`config.mk`:
```
export PLATFORM = sky130hd
export DESIGN_NAME = uart_rx_core
export DESIGN_NICKNAME = d
export VERILOG_FILES = /design/src/rtl/uart_rx_core.sv
export SDC_FILE = /design/constraint.sdc
export NUM_CORES = 1
export LEC_CHECK = 0
export CAP_MARGIN = 15
export CORE_MARGIN = 1
export CORE_UTILIZATION = 60
export DETAILED_ROUTE_END_ITERATION = 7
export DONT_BUFFER_PORTS = 1
export MAX_ROUTING_LAYER = met4
export PLACE_DENSITY = 0.82
export RECOVER_POWER = 50
export SLEW_MARGIN = 20
export SYNTH_ARGS = -nofsm -noshare
export SYNTH_HDL_FRONTEND = slang
export SYNTH_SLANG_ARGS = --single-unit
```
`constraint.sdc`:
```
create_clock -name clk -period 2.43 [get_ports clk]
set_input_delay 0.3645 -clock clk [delete_from_list [all_inputs] [get_ports clk]]
set_output_delay 0.3645 -clock clk [all_outputs]
set_load 0.1 [all_outputs]
```
`src/rtl/uart_rx_core.sv`:
```
// 16x-oversampling 8N1 UART receiver with majority-vote bit sampling and
// sticky avail/framing/overrun flags cleared by a rising edge on rx_ack.
module uart_rx_core #(
    parameter int unsigned freq_hz = 26000000,
    parameter int unsigned baud    = 115200
) (
    input  logic       clk,
    input  logic       rst,
    input  logic       uart_rxd,
    input  logic       rx_ack,
    output logic [7:0] rx_data,
    output logic       rx_avail,
    output logic       rx_error,
    output logic       rx_overrun,
    output logic       rx_busy
);

    localparam int unsigned DIV_RAW = (freq_hz + 8 * baud) / (16 * baud);
    localparam int unsigned DIV     = (DIV_RAW < 1) ? 1 : DIV_RAW;
    localparam int unsigned CNT_W   = (DIV > 1) ? $clog2(DIV) : 1;

    typedef enum logic [2:0] {
        IDLE,
        START,
        DATA,
        STOP,
        BRK
    } state_t;

    state_t           state, state_d;
    logic [1:0]       sync_q;
    logic             rxs;
    logic [CNT_W-1:0] tick_cnt;
    logic             tick;
    logic [3:0]       sc, sc_d;
    logic [2:0]       idx, idx_d;
    logic [7:0]       shift, shift_d;
    logic [2:0]       smp, smp_d;
    logic             maj;
    logic             ack_q, ack_rise;
    logic [7:0]       data_d;
    logic             avail_d, err_d, ovr_d;

    assign rxs      = sync_q[1];
    assign tick     = (tick_cnt == CNT_W'(DIV - 1));
    assign ack_rise = rx_ack & ~ack_q;
    assign rx_busy  = (state != IDLE);

    // Third vote comes straight from the line when evaluated at sc==9 (STOP).
    always_comb begin
        logic s9;
        s9  = (sc == 4'd9) ? rxs : smp[2];
        maj = (smp[0] & smp[1]) | (smp[0] & s9) | (smp[1] & s9);
    end

    always_ff @(posedge clk or negedge rst) begin
        if (!rst) begin
            state <= IDLE;
        end else begin
            state <= state_d;
        end
    end

    always_comb begin
        state_d = state;
        sc_d    = sc;
        idx_d   = idx;
        shift_d = shift;
        smp_d   = smp;
        data_d  = rx_data;
        avail_d = rx_avail;
        err_d   = rx_error;
        ovr_d   = rx_overrun;

        if (ack_rise) begin
            avail_d = 1'b0;
            err_d   = 1'b0;
            ovr_d   = 1'b0;
        end

        if (tick) begin
            if (sc == 4'd7) smp_d[0] = rxs;
            if (sc == 4'd8) smp_d[1] = rxs;
            if (sc == 4'd9) smp_d[2] = rxs;
        end

        case (state)
            IDLE: begin
                sc_d = 4'd0;
                // The detect tick itself counts as sample slot 0.
                if (tick && !rxs) begin
                    state_d = START;
                    sc_d    = 4'd1;
                end
            end
            START: begin
                if (tick) begin
                    sc_d = sc + 4'd1;
                    if (sc == 4'd15) begin
                        if (maj) begin
                            state_d = IDLE;
                        end else begin
                            state_d = DATA;
                            idx_d   = 3'd0;
                        end
                    end
                end
            end
            DATA: begin
                if (tick) begin
                    sc_d = sc + 4'd1;
                    if (sc == 4'd15) begin
                        shift_d = {maj, shift[7:1]};
                        idx_d   = idx + 3'd1;
                        if (idx == 3'd7) state_d = STOP;
                    end
                end
            end
            STOP: begin
                if (tick) begin
                    sc_d = sc + 4'd1;
                    if (sc == 4'd9) begin
                        if (maj) begin
                            data_d  = shift;
                            ovr_d   = ovr_d | avail_d;
                            avail_d = 1'b1;
                            state_d = IDLE;
                        end else begin
                            err_d   = 1'b1;
                            state_d = BRK;
                        end
                    end
                end
            end
            BRK: begin
                sc_d = 4'd0;
                if (rxs) state_d = IDLE;
            end
            default: begin
                state_d = IDLE;
                sc_d    = 4'd0;
            end
        endcase
    end

    always_ff @(posedge clk or negedge rst) begin
        if (!rst) begin
            sync_q     <= 2'b11;
            tick_cnt   <= '0;
            sc         <= 4'd0;
            idx        <= 3'd0;
            shift      <= 8'd0;
            smp        <= 3'd0;
            ack_q      <= 1'b0;
            rx_data    <= 8'd0;
            rx_avail   <= 1'b0;
            rx_error   <= 1'b0;
            rx_overrun <= 1'b0;
        end else begin
            sync_q     <= {sync_q[0], uart_rxd};
            tick_cnt   <= tick ? '0 : tick_cnt + CNT_W'(1);
            sc         <= sc_d;
            idx        <= idx_d;
            shift      <= shift_d;
            smp        <= smp_d;
            ack_q      <= rx_ack;
            rx_data    <= data_d;
            rx_avail   <= avail_d;
            rx_error   <= err_d;
            rx_overrun <= ovr_d;
        end
    end

endmodule

```
# Word level (Yosys, flattened, before mapping)
# Index checks and enable logic that the tools add are counted.
# totals
reg_bits	39
word_cells	96
# op_classes
n_addsub	3
n_eq_ne	21
muxes	38
bitwise_logic	8
n_reduce_logical	12
# op_table
cell	n
two-way mux 3 bit	15
!= test 2 bit (second input constant)	10
two-way mux 1 bit	17
equality test 4 bit (second input constant)	4
one-hot mux 3 bit (5 select lines)	1
AND reduction 9 bit	1
adder 4 x 1 -> 4 bit (second input constant)	2
two-way mux 4 bit	2
one-hot mux 4 bit (2 select lines)	1
equality test 3 x 2 -> 1 bit (second input constant)	2
equality test 3 bit (second input constant)	2
one-hot mux 3 bit (2 select lines)	1
AND reduction 6 bit	1
AND 1 bit	4
equality test 4 x 3 -> 1 bit (second input constant)	1
AND reduction 2 bit	2
AND reduction 4 bit	1
adder 3 x 1 -> 3 bit (second input constant)	1
equality test 3 x 1 -> 1 bit (second input constant)	1
logical NOT 3 bit	1
OR 1 bit	3
AND reduction 3 bit	1
nonzero test 3 bit	1
OR reduction 3 bit	1
other kinds (6)	6

# Longest topological paths before layout
# Gate-level depths: netlist (run 1).
# logic_depth
word_depth	9
ltp_mapped	7
depth_no_buf	6

# Worst setup path before layout (run 1)
# No wires, ideal clock.
# synth_path
path_type	register to register
from	register sc[1]
to	register rx_data[0]
setup_ps	126
arrival_ps	1589
path_slack_ps	715
path_stages_with_launch	8
path_buffers	1
synth_period_minus_slack_ps	1715
path_cell_list	dfrtp_1 inv_1 ha_1 nand3b_1 nor2_4 and4bb_1 buf_6 mux2_4
# synth_via
elab_chain_len	6
elab_cells_between_ends	7
# synth_rtl
item	line	rtl
start, declared	35	logic [3:0] sc, sc_d;
start signal, assigned	150	sc <= 4'd0;
start signal, assigned	162	sc <= sc_d;
equality test 4 bit *	52, 122	
two-way mux 1 bit	--	
AND 1 bit	53	maj = (smp[0] & smp[1]) | (smp[0] & s9) | (smp[1] & s9);
OR 1 bit (2 in series)	53	
AND reduction 4 bit (no line) *	--	
end signal, assigned	167	rx_data <= data_d;
end, declared	11	output logic [7:0] rx_data,
# Every way passes the cells marked *; elsewhere a longest branch is shown, timed or not.
# A chain may end at the register's enable or synchronous reset.

# Worst setup path in the final report (run 1)
# layout_path
from	register sc[1]
to	register rx_data[4]
# Same word-level chain as after synthesis.

==> results by group, run 1 <==
Clocking
  – CTS tree: yes
  – # hold bufs at CTS: 3
  – Postcts setup bufs: 0
  – CTS max path bufs: 2
  – CTS Sinks: 39
  – H-tree Lvls: 2
  – Clock latency on the worst-skew pair: 0.35 ns
  – Post-CTS Resized: 0
  – Clock slew seen by the registers of the worst setup and hold paths: 0.11 ns
  – CTS Buf Count: 5
  – CTS Root Cell: clkbuf_4

Final layout
  – # fillers: 194
  – Register area: 978.4 µm²
  – Nets@finish: 172
  – Area Growth Syn to Fin: 8.992%
  – Final Non-Filler Cells: 195
  – Multi-input logic area: 813.3 µm²
  – Fraction of layout cells with a size suffix above 1: 21.95%
  – Diodes inserted: 0

Run status
  – Outcome: complete, but fails checks
  – Failing checks: design-rule violations, max-capacitance violations, max-slew violations

Floorplanning
  – Die Y: 57.54 µm
  – Core Box Area: 2829 µm²
  – Die X: 57.54 µm
  – Ports: 16
  – Starting density of the core: 65.41%
  – # rows: 19
  – Die Footprint: 3310 µm²

Route
  – First-pass DRT Iterations: 6
  – Post-DRT Antenna Nets: 0
  – Wire length per cell: 15.84 µm
  – M1 wire length: 1460 µm
  – Final wirelength: 3089 µm
  – Drt first-iter violations: 66
  – Vias/cell: 6.159
  – DR WL met3: 156 µm
  – Highest metal used: met4
  – Residual DRC: 1
  – Met2 WL: 1422 µm
  – DR vias: 1,201

GRT
  – Initial antenna violation count: 0
  – GRT overflow: 0
  – Gr usage total: 22.40%
  – Largest net degree at the start of global routing: 40
  – Vias in the first global route: 1,167
  – Global-route wire length before repair: 5257 µm

Yosys
  – Asr flop ratio synth: 100.0%
  – Yosys top cell by area: dfrtp_1
  – EDFF count, synth: 0
  – Yosys warning count: 0
  – Register area share after synthesis: 52.87%
  – Ys flop type: dfrtp_1
  – Post-Syn Nets: 165
  – Most frequent cell after synthesis: dfrtp_1
  – List of most frequent post-synthesis cells: 37 x dfrtp_1, 12 x nand2_1, 11 x mux2_2
  – Cells after Synth: 156
  – Yosys top cell area share: 50.03%
  – Yosys cell types: 40
  – Top cells by area in the synthesized netlist: dfrtp_1 50%, mux2_2 6.7%, mux2_4 6.5%, ha_1 3.4%, dfstp_2 2.8%
  – Post-Synthesis Cell Area: 1851 µm²
  – Avg Synthesized Cell Area: 11.86 µm²
  – Synth Register Bits: 39

Power
  – Sequential Power Share: 54.5%
  – Combinational share of power: 2.4%
  – Pwr dens: 603.4 nW/µm²
  – Switching Power: 0.2305 mW
  – Switching portion of total power: 18.94%
  – VDD IR max: 0.4943 mV
  – Clock power share: 43.1%
  – Internal: 0.9866 mW
  – P_leak: 0.9655 nW

STA
  – Final hold vios: 0
  – Tcrit/Tclk final: 87.84%
  – RSZ-0062 raised after global routing: no
  – Fmax: 468.5 MHz
  – Fin. max-slew vios: 40
  – Worst slew pin tran: 1.601 ns
  – Setup Viol. Count Final: 0
  – TNS Setup: 0 ns
  – Relative slew slack: -6.908%
  – Clock Skews: 0.009001 ns
  – Crit path time final: 2.134 ns

Worst setup path
  – CP required: 2.67 ns
  – Reg2reg setup slack: 0.30 ns
  – Critical R2R Capture: rx_data[4]$_DFFE_PN0P_
  – FF-to-FF Start: sc[1]$_DFFE_PN0P_
  – Setup CP Type: flop to flop
  – CP endpoint kind: flop
  – Critical path fanouts, max: 9
  – CP max-delay cell: and4bb_1
  – CP Cell Sequence: inv_1 > ha_1 > nand3b_1 > nor2_4 > and4bb_1 > mux2_4
  – CP Launch Type: flop
  – Worst R2R Path Depth: 6
  – WP data arrival: 2.37 ns
  – CP max stage delay: 0.59 ns

Min path
  – Hold Crit Endpoint: ack_q$_DFF_PN0_
  – Kind of path behind the tightest hold check: input pin to flop
  – Hold_sp: rx_ack
  – Worst hold path cell count: 0

Place
  – HPWL after DPL: 2189 µm
  – GP Congestion: 0.8181
  – Inst Count DP: 184
  – PortBufs: 0

Job
  – Max_cap viols: 1
-- stage by stage --
step	power, mW	hold WS (ns)	instance area [µm²]	util, %	setup WS, ns
2_1_floorplan	0.6850	0.06891	1851	-	0.7150
5_1_grt	1.261	0.01454	2017	71.30	0.1272
6_report	1.217	0.03842	2017	71.30	0.2955
3_5_place_dp	0.6893	0.06965	1883	66.56	0.2973
3_3_place_gp	0.6870	0.06994	1883	66.56	0.4416
4_1_cts	1.235	0.02544	2024	71.56	0.2868
-- routing by layer --
metal,up-vias,track usage [%]
li1,578,-
met4,0,8.362
met2,28,32.23
met1,588,29.60
met5,-,-
met3,7,7.483
-- area by class of cell --
class | instances | share of cell area, %
clock buffer | 6 | 2.047
clock inverter | 2 | 2.978
inverter | 6 | 1.117
multi-input combinational | 104 | 40.32
sequential | 39 | 48.51
tap | 31 | 1.923
timing repair buffer | 7 | 3.102
-- cell families after synthesis --
family,count (synthesis),synth area share (%)
adder cells (fa/ha/maj),5,3.381
AND/OR/NAND/NOR,52,17.31
XOR/XNOR,2,0.9468
flip-flops,39,52.87
buffers and inverters,13,3.177
AO/OA/AOI/OAI,25,8.587
multiplexers,20,13.73
-- cell usage in the layout, fill, tap and decap left out, types with 3 or more instances in the layout --
master	instances
clkbuf_4	5
o21ai_0	7
nor3_1	7
mux2_2	11
dfrtp_1	37
nand2b_1	5
a21oi_1	8
inv_1	6
mux2_4	8
nand2_1	12
nand3_1	3
nor2_1	7
ha_1	5
nor4_1	4
buf_4	4
-- how the worst max path moves through the flow --
stage / from / to / slack (ns)
3_5_place_dp: sc[1]$_DFFE_PN0P_ / rx_data[4]$_DFFE_PN0P_ / 0.30
3_3_place_gp: sc[1]$_DFFE_PN0P_ / rx_data[6]$_DFFE_PN0P_ / 0.44
4_1_cts: sc[1]$_DFFE_PN0P_ / rx_data[4]$_DFFE_PN0P_ / 0.29
2_1_floorplan: sc[1]$_DFFE_PN0P_ / rx_data[0]$_DFFE_PN0P_ / 0.71
5_1_grt: rst / rx_data[1]$_DFFE_PN0P_ / 0.13
6_report: sc[1]$_DFFE_PN0P_ / rx_data[4]$_DFFE_PN0P_ / 0.30
-- worst max-delay path: cells and delay by family, from the launching register on --
family | cells | cell delay (ns)
simple gates | 3 | 1.00
flops | 1 | 0.42
mux | 1 | 0.35
fa+ha+maj | 1 | 0.16
buf+inv | 1 | 0.10
-- power by group through the flow --
stage	sequential [mW]	combinational, mW	clock [mW]
after floorplan	0.672	0.0128	0
after global placement	0.675	0.0125	0
after detailed placement	0.675	0.0138	0
after CTS	0.663	0.0329	0.539
after global routing	0.665	0.0347	0.562
final	0.663	0.0289	0.525
-- registers in the layout (all words and copies together), names as in the netlist --
signal and flops:
rx_data 8, shift 8, state 3, idx 3, tick_cnt 4, rx_avail 1
rx_error 1, sc 4, rx_overrun 1, smp 3, sync_q 2, ack_q 1
(Power assumes the default switching activity.)
==> run 2, diff against run 1 <==
- CORE_MARGIN: 1 -> 2
==> run 2 against run 1 <==
Compared with the run above: the run now ends clean; sequential power about the same; routed wire length up 9.4%; sequential share of layout area up 0.49 points; non-clock buffer count unchanged; worst setup slack better by 0.069 ns; largest cell class unchanged; highest routed layer unchanged.
==> results by group, run 2 (synthesis gave the netlist of run 1 again) <==
STA
  – WHS: 0.03793 ns (-0.0004944 ns)
  – TNS Setup: 0 ns (unchanged)
  – Setup Viol. Count Final: 0 (unchanged)
  – Fin. max-slew vios: 0 (-100%)
  – Worst slew pin tran: 0.9348 ns (-0.6662 ns)
  – RSZ-0062 raised after global routing: no
  – Relative slew slack: 37.68% (+45 points)
  – Final hold vios: 0 (unchanged)
  – Clock Skews: 0.008626 ns (-0.0003757 ns)
  – Tcrit/Tclk final: 85.01% (-2.8 points)
  – Crit path time final: 2.066 ns (-0.06884 ns)
  – Fmax: 484.1 MHz (+3.3%)

Clocking
  – Clock latency on the worst-skew pair: 0.34 ns (about the same)
  – CTS max path bufs: 2 (unchanged)
  – CTS tree: yes
  – # hold bufs at CTS: 3 (unchanged)
  – Post-CTS Resized: 0 (unchanged)
  – CTS Buf Count: 5 (unchanged)
  – H-tree Lvls: 2 (unchanged)
  – CTS Root Cell: clkbuf_4
  – Postcts setup bufs: 0 (unchanged)
  – CTS Sinks: 39 (unchanged)
  – Clock slew seen by the registers of the worst setup and hold paths: 0.12 ns (about the same)

Worst setup path
  – Crit path buffers/inverters: 1 (unchanged)
  – FF-to-FF Start: sc[1]$_DFFE_PN0P_
  – Critical path depth in cells: 6 (unchanged)
  – WP data arrival: 2.30 ns (-0.07 ns)
  – CP Cell Sequence: inv_1 > ha_1 > nand3b_1 > nor2_4 > and4bb_1 > mux2_4
  – Worst R2R Path Depth: 6 (unchanged)
  – CP endpoint kind: flop
  – Setup CP Type: flop to flop
  – CP max stage delay: 0.56 ns (-0.03 ns)
  – CP Launch Type: flop
  – Reg2reg setup slack: 0.36 ns (+0.07 ns)
  – CP max-delay cell: and4bb_1
  – CP delay by family, top: simple AND/OR/NAND/NOR gates
  – CP endpoint: rx_data[7]$_DFFE_PN0P_
  – Critical path fanouts, max: 9 (unchanged)
  – Critical path origin: sc[1]$_DFFE_PN0P_
  – Critical R2R Capture: rx_data[7]$_DFFE_PN0P_
  – CP required: 2.66 ns (about the same)

Floorplanning
  – # rows: 20 (+1)
  – Die X: 59.54 µm (+3.5%)
  – Die Footprint: 3544 µm² (+7.1%)
  – Ports: 16 (unchanged)
  – Die Y: 59.54 µm (+3.5%)
  – Core Box Area: 3003 µm² (+6.1%)
  – Starting density of the core: 61.63% (-3.8 points)

GRT
  – Initial antenna violation count: 0 (unchanged)
  – Global-route wire length before repair: 5775 µm (+9.9%)
  – Largest net degree at the start of global routing: 40 (unchanged)
  – GRT overflow: 0 (unchanged)
  – Vias in the first global route: 1,288 (+10%)
  – Gr usage total: 22.95% (+0.55 points)

Route
  – Residual DRC: 0 (-1)
  – Vias/cell: 6.269 (+1.8%)
  – Drt first-iter violations: 67 (+1.5%)
  – Post-DRT Antenna Nets: 0 (unchanged)
  – First-pass DRT Iterations: 4 (-2)
  – Wire length per cell: 17.15 µm (+8.3%)
  – DR vias: 1,235 (+2.8%)
  – Final wirelength: 3379 µm (+9.4%)

Final layout
  – Register area: 978.4 µm² (unchanged)
  – Most common cell after layout, fill and taps aside: dfrtp_1
  – # fillers: 219 (+13%)
  – Biggest regs: rx_data (8), shift (8)
  – Diodes inserted: 0 (unchanged)
  – Multi-input logic area: 813.3 µm² (unchanged)
  – Area Growth Syn to Fin: 7.911%
  – Commonest cells after routing, fill and taps aside: 37 x dfrtp_1, 12 x nand2_1, 11 x mux2_2
  – Nets@finish: 172 (unchanged)
  – Final Non-Filler Cells: 197 (+1.0%)
  – Fraction of layout cells with a size suffix above 1: 23.17% (+1.2 points)
  – Final core utilization: 66.50% (-4.8 points)

Place
  – PortBufs: 0 (unchanged)
  – HPWL after DPL: 2182 µm (-0.36%)
  – GP Congestion: 0.8862 (+8.3%)
  – Inst Count DP: 186 (+1.1%)

Min path
  – Kind of path behind the tightest hold check: input pin to flop

Power
  – Pwr dens: 573.0 nW/µm² (-5.0%)
  – P_leak: 0.9524 nW (-1.4%)
  – VDD IR max: 0.3316 mV (-33%)

Run status
  – Outcome: complete, no violations

Job
  – Max_cap viols: 0 (-1)
run 2: worst min path at each step:
stage	startpoint	to	slack, ns	cells past startpoint
final	rx_ack	ack_q$_DFF_PN0_	0.04	0
after global routing	rx_ack	ack_q$_DFF_PN0_	0.01	0
after CTS	rx_ack	ack_q$_DFF_PN0_	0.02	0
after detailed placement	rst	rx_overrun$_DFF_PN0_	0.07	0
after global placement	rst	rx_overrun$_DFF_PN0_	0.07	0
after floorplan	rst	ack_q$_DFF_PN0_	0.07	0
run 2: layer usage:
metal,up-vias,track usage [%],wire length [µm]
met5,-,-,0
met4,0,15.87,106
met3,13,5.022,161
met2,48,37.99,1708
met1,603,24.18,1402
li1,571,-,-
run 2: through the flow:
step	power [mW]	setup WS (ns)	area, µm²
6_report	1.144	0.3644	1997
5_1_grt	1.190	0.2440	1997
4_1_cts	1.158	0.3710	2012
3_5_place_dp	0.6897	0.3818	1886
3_3_place_gp	0.6870	0.4621	1886
2_1_floorplan	0.6850	0.7150	1851
run 2: worst reg2reg max path, delay by kind of cell, from the launching register on:
kind,cells,cell delay (ns)
muxes,1,0.35
buffers and inverters,1,0.10
adders and majority gates,1,0.15
DFF,1,0.42
and+or+nand+nor,3,0.94
run 2: layout make-up:
class                           instances  area share (%)
Multi-Input combinational cell        104           40.73
Sequential cell                        39           49.00
Tap cell                               33           2.068
Timing Repair Buffer                    7           2.757
Clock buffer                            6           2.569
Inverter                                6           1.128
Clock inverter                          2           1.754
run 2: power breakdown:
| group | leakage (nW) | internal (mW) | switching, mW |
|---|---|---|---|
| registers | 0.512 | 0.656 | 0.00715 |
| logic | 0.392 | 0.00866 | 0.0206 |
| clock network | 0.0482 | 0.243 | 0.208 |
==> run 3, diff against run 2 <==
- BUFFER_PORTS_ARGS: unset -> -buffer_cell sky130_fd_sc_hd__buf_2
- CAP_MARGIN: 15 -> unset
- CORE_UTILIZATION: 60 -> 58
- DONT_BUFFER_PORTS: 1 -> unset
- PLACE_DENSITY: 0.82 -> 0.84
==> run 3 against run 2 <==
Compared with the run above: the flow now finishes with violations (max-capacitance violations, max-slew violations); total power is 6.9% higher; design area is 3.1% higher; critical path depth is 3 lower; die area is 3.2% higher; core utilization is 0.92 points higher; first-iteration DRC count is 110% higher; critical path type is now flop to output port; global-route usage is 1.9 points lower; via count is 3.4% higher; hold slack better by 0.071 ns; highest routed layer unchanged; combinational power is 5% lower; register-to-register slack better by 0.02 ns; flip-flop and latch count stayed put.
==> results by group, run 3 (synthesis gave the netlist of run 1 again) <==
Run status
  – Outcome: complete, but fails checks
  – Failing checks: max-capacitance violations, max-slew violations

Power
  – P_leak: 1.005 nW (+5.5%)
  – VDD IR max: 0.4647 mV (+40%)
  – Sequential Power Share: 54.2% (-3.8 points)
  – Combinational share of power: 2.3% (-0.3 points)
  – Pwr dens: 594.6 nW/µm² (+3.8%)
  – Switching portion of total power: 19.54% (-1.1 points)
  – Internal: 0.9846 mW (+8.4%)
  – Switching Power: 0.2392 mW (+1.3%)
  – Clock power share: 43.5% (+4.0 points)

Clocking
  – Clock latency on the worst-skew pair: 0.35 ns (about the same)
  – CTS Sinks: 39 (unchanged)
  – Post-CTS Resized: 0 (unchanged)
  – CTS Root Cell: clkbuf_4
  – Clock slew seen by the registers of the worst setup and hold paths: 0.11 ns (about the same)
  – # hold bufs at CTS: 0 (-3)
  – H-tree Lvls: 2 (unchanged)
  – CTS tree: yes
  – CTS max path bufs: 2 (unchanged)
  – Postcts setup bufs: 0 (unchanged)
  – CTS Buf Count: 5 (unchanged)

Worst setup path
  – WP data arrival: 1.69 ns (-0.61 ns)
  – CP endpoint: rx_busy
  – Reg2reg setup slack: 0.38 ns (+0.02 ns)
  – FF-to-FF Start: sc[1]$_DFFE_PN0P_
  – Critical R2R Capture: rx_data[3]$_DFFE_PN0P_
  – Setup CP Type: flop to output port
  – Critical path fanouts, max: 15 (+6)
  – CP required: 2.07 ns (-0.59 ns)
  – Worst R2R Path Depth: 6 (unchanged)
  – CP endpoint kind: output port
  – CP Launch Type: flop
  – Critical path origin: state[0]$_DFFE_PN0P_

Route
  – DR vias: 1,277 (+3.4%)
  – Post-DRT Antenna Nets: 0 (unchanged)
  – First-pass DRT Iterations: 4 (unchanged)
  – Drt first-iter violations: 141 (+110%)
  – Vias/cell: 5.858 (-6.6%)
  – Residual DRC: 0 (unchanged)
  – Final wirelength: 3292 µm (-2.6%)
  – Wire length per cell: 15.10 µm (-12%)

Final layout
  – Commonest cells after routing, fill and taps aside: 37 x dfrtp_1, 13 x buf_2, 12 x nand2_1
  – Nets@finish: 182 (+5.8%)
  – Area Growth Syn to Fin: 11.22%
  – Design Area, Final: 2058 µm² (+3.1%)
  – Most common cell after layout, fill and taps aside: dfrtp_1
  – Final core utilization: 67.42% (+0.92 points)
  – Fraction of layout cells with a size suffix above 1: 27.01% (+3.8 points)
  – Biggest regs: rx_data (8), shift (8)
  – Diodes inserted: 0 (unchanged)

Floorplanning
  – Starting density of the core: 60.61% (-1.0 points)
  – Die Footprint: 3658 µm² (+3.2%)
  – Ports: 16 (unchanged)
  – Die Y: 60.49 µm (+1.6%)
  – Die X: 60.49 µm (+1.6%)
  – Core Box Area: 3053 µm² (+1.7%)
  – # rows: 20 (unchanged)

Job
  – Max_cap viols: 1 (+1)

STA
  – Final hold vios: 0 (unchanged)
  – Tcrit/Tclk final: 84.35% (-0.66 points)
  – TNS Setup: 0 ns (unchanged)
  – Fmax: 487.9 MHz (+0.78%)
  – Worst slew pin tran: 2.034 ns (+1.099 ns)
  – RSZ-0062 raised after global routing: no
  – Setup Viol. Count Final: 0 (unchanged)
  – Crit path time final: 2.050 ns (-0.01595 ns)
  – Relative slew slack: -35.59% (-73 points)
  – Fin. max-slew vios: 40 (+40)
  – Clock Skews: 0.01610 ns (+0.007470 ns)

GRT
  – Gr usage total: 21.10% (-1.9 points)
  – Initial antenna violation count: 0 (unchanged)
  – GRT overflow: 0 (unchanged)
  – Global-route wire length before repair: 5402 µm (-6.5%)
  – Largest net degree at the start of global routing: 40 (unchanged)
  – Vias in the first global route: 1,212 (-5.9%)

Min path
  – Kind of path behind the tightest hold check: input pin to flop
  – Hold_sp: uart_rxd

Place
  – Placed Area: 1959 µm² (+3.9%)
  – GP Congestion: 0.7994 (-9.8%)
  – PortBufs: 15 (+15)
  – HPWL after DPL: 2306 µm (+5.7%)
[run 3: cell types whose count changed in the layout (fill, tap and decap cells not counted), moves of 2 or more]
cell / before / now
buf_2: 0 / 13
clkbuf_1: 0 / 3
buf_4: 4 / 2
dlygate4sd3_1: 2 / 0
[run 3: worst min-delay path by stage]
stage | end | slack (ns) | cells past startpoint
2_1_floorplan | ack_q$_DFF_PN0_ | 0.07 | 0
3_3_place_gp | sync_q[1]$_DFF_PN1_ | 0.35 | 0
3_5_place_dp | sync_q[1]$_DFF_PN1_ | 0.35 | 0
4_1_cts | sync_q[0]$_DFF_PN1_ | 0.1 | 1
5_1_grt | sync_q[0]$_DFF_PN1_ | 0.08 | 1
6_report | sync_q[0]$_DFF_PN1_ | 0.11 | 1
[run 3: area by class of cell]
cell class	count	area, µm²
fill	254	994.7
sequential	39	978.4
multi-input combinational	104	813.3
timing repair buffer	17	87.58
clock inverter	2	60.06
tap	44	55.05
clock buffer	6	41.29
inverter	6	22.52
[run 3: routing by layer]
metal | vias to the layer above | GRT usage (%) | routed length, µm
met4 | 0 | 5.590 | 14
met3 | 2 | 7.036 | 207
met1 | 636 | 25.94 | 1381
met5 | - | - | 0
met2 | 38 | 33.70 | 1689
li1 | 601 | - | -
[run 3: power groups by stage]
stage	sequential, mW	clock (mW)	combinational, mW
finish	0.663	0.533	0.0277
global route	0.664	0.566	0.0334
CTS	0.663	0.538	0.0293
detailed placement	0.675	0	0.0291
global placement	0.674	0	0.0268
floorplan	0.672	0	0.0128
[run 3: stage by stage]
stage | hold WS [ns] | total power [mW] | worst slack, ns | std cells
after floorplan | 0.06891 | 0.6850 | 0.7150 | 156
after global placement | 0.3458 | 0.7013 | 0.4371 | 210
after detailed placement | 0.3494 | 0.7042 | 0.3862 | 210
after CTS | 0.09906 | 1.230 | 0.3850 | 218
after global routing | 0.07834 | 1.263 | 0.2221 | 218
final | 0.1088 | 1.224 | 0.3803 | 218
[run 3: critical path, stage by stage, from the launching register on]
cell	delay [ns]
dfrtp_1	0.62
nor2_1	0.19
nand2_1	0.11
buf_2	0.42
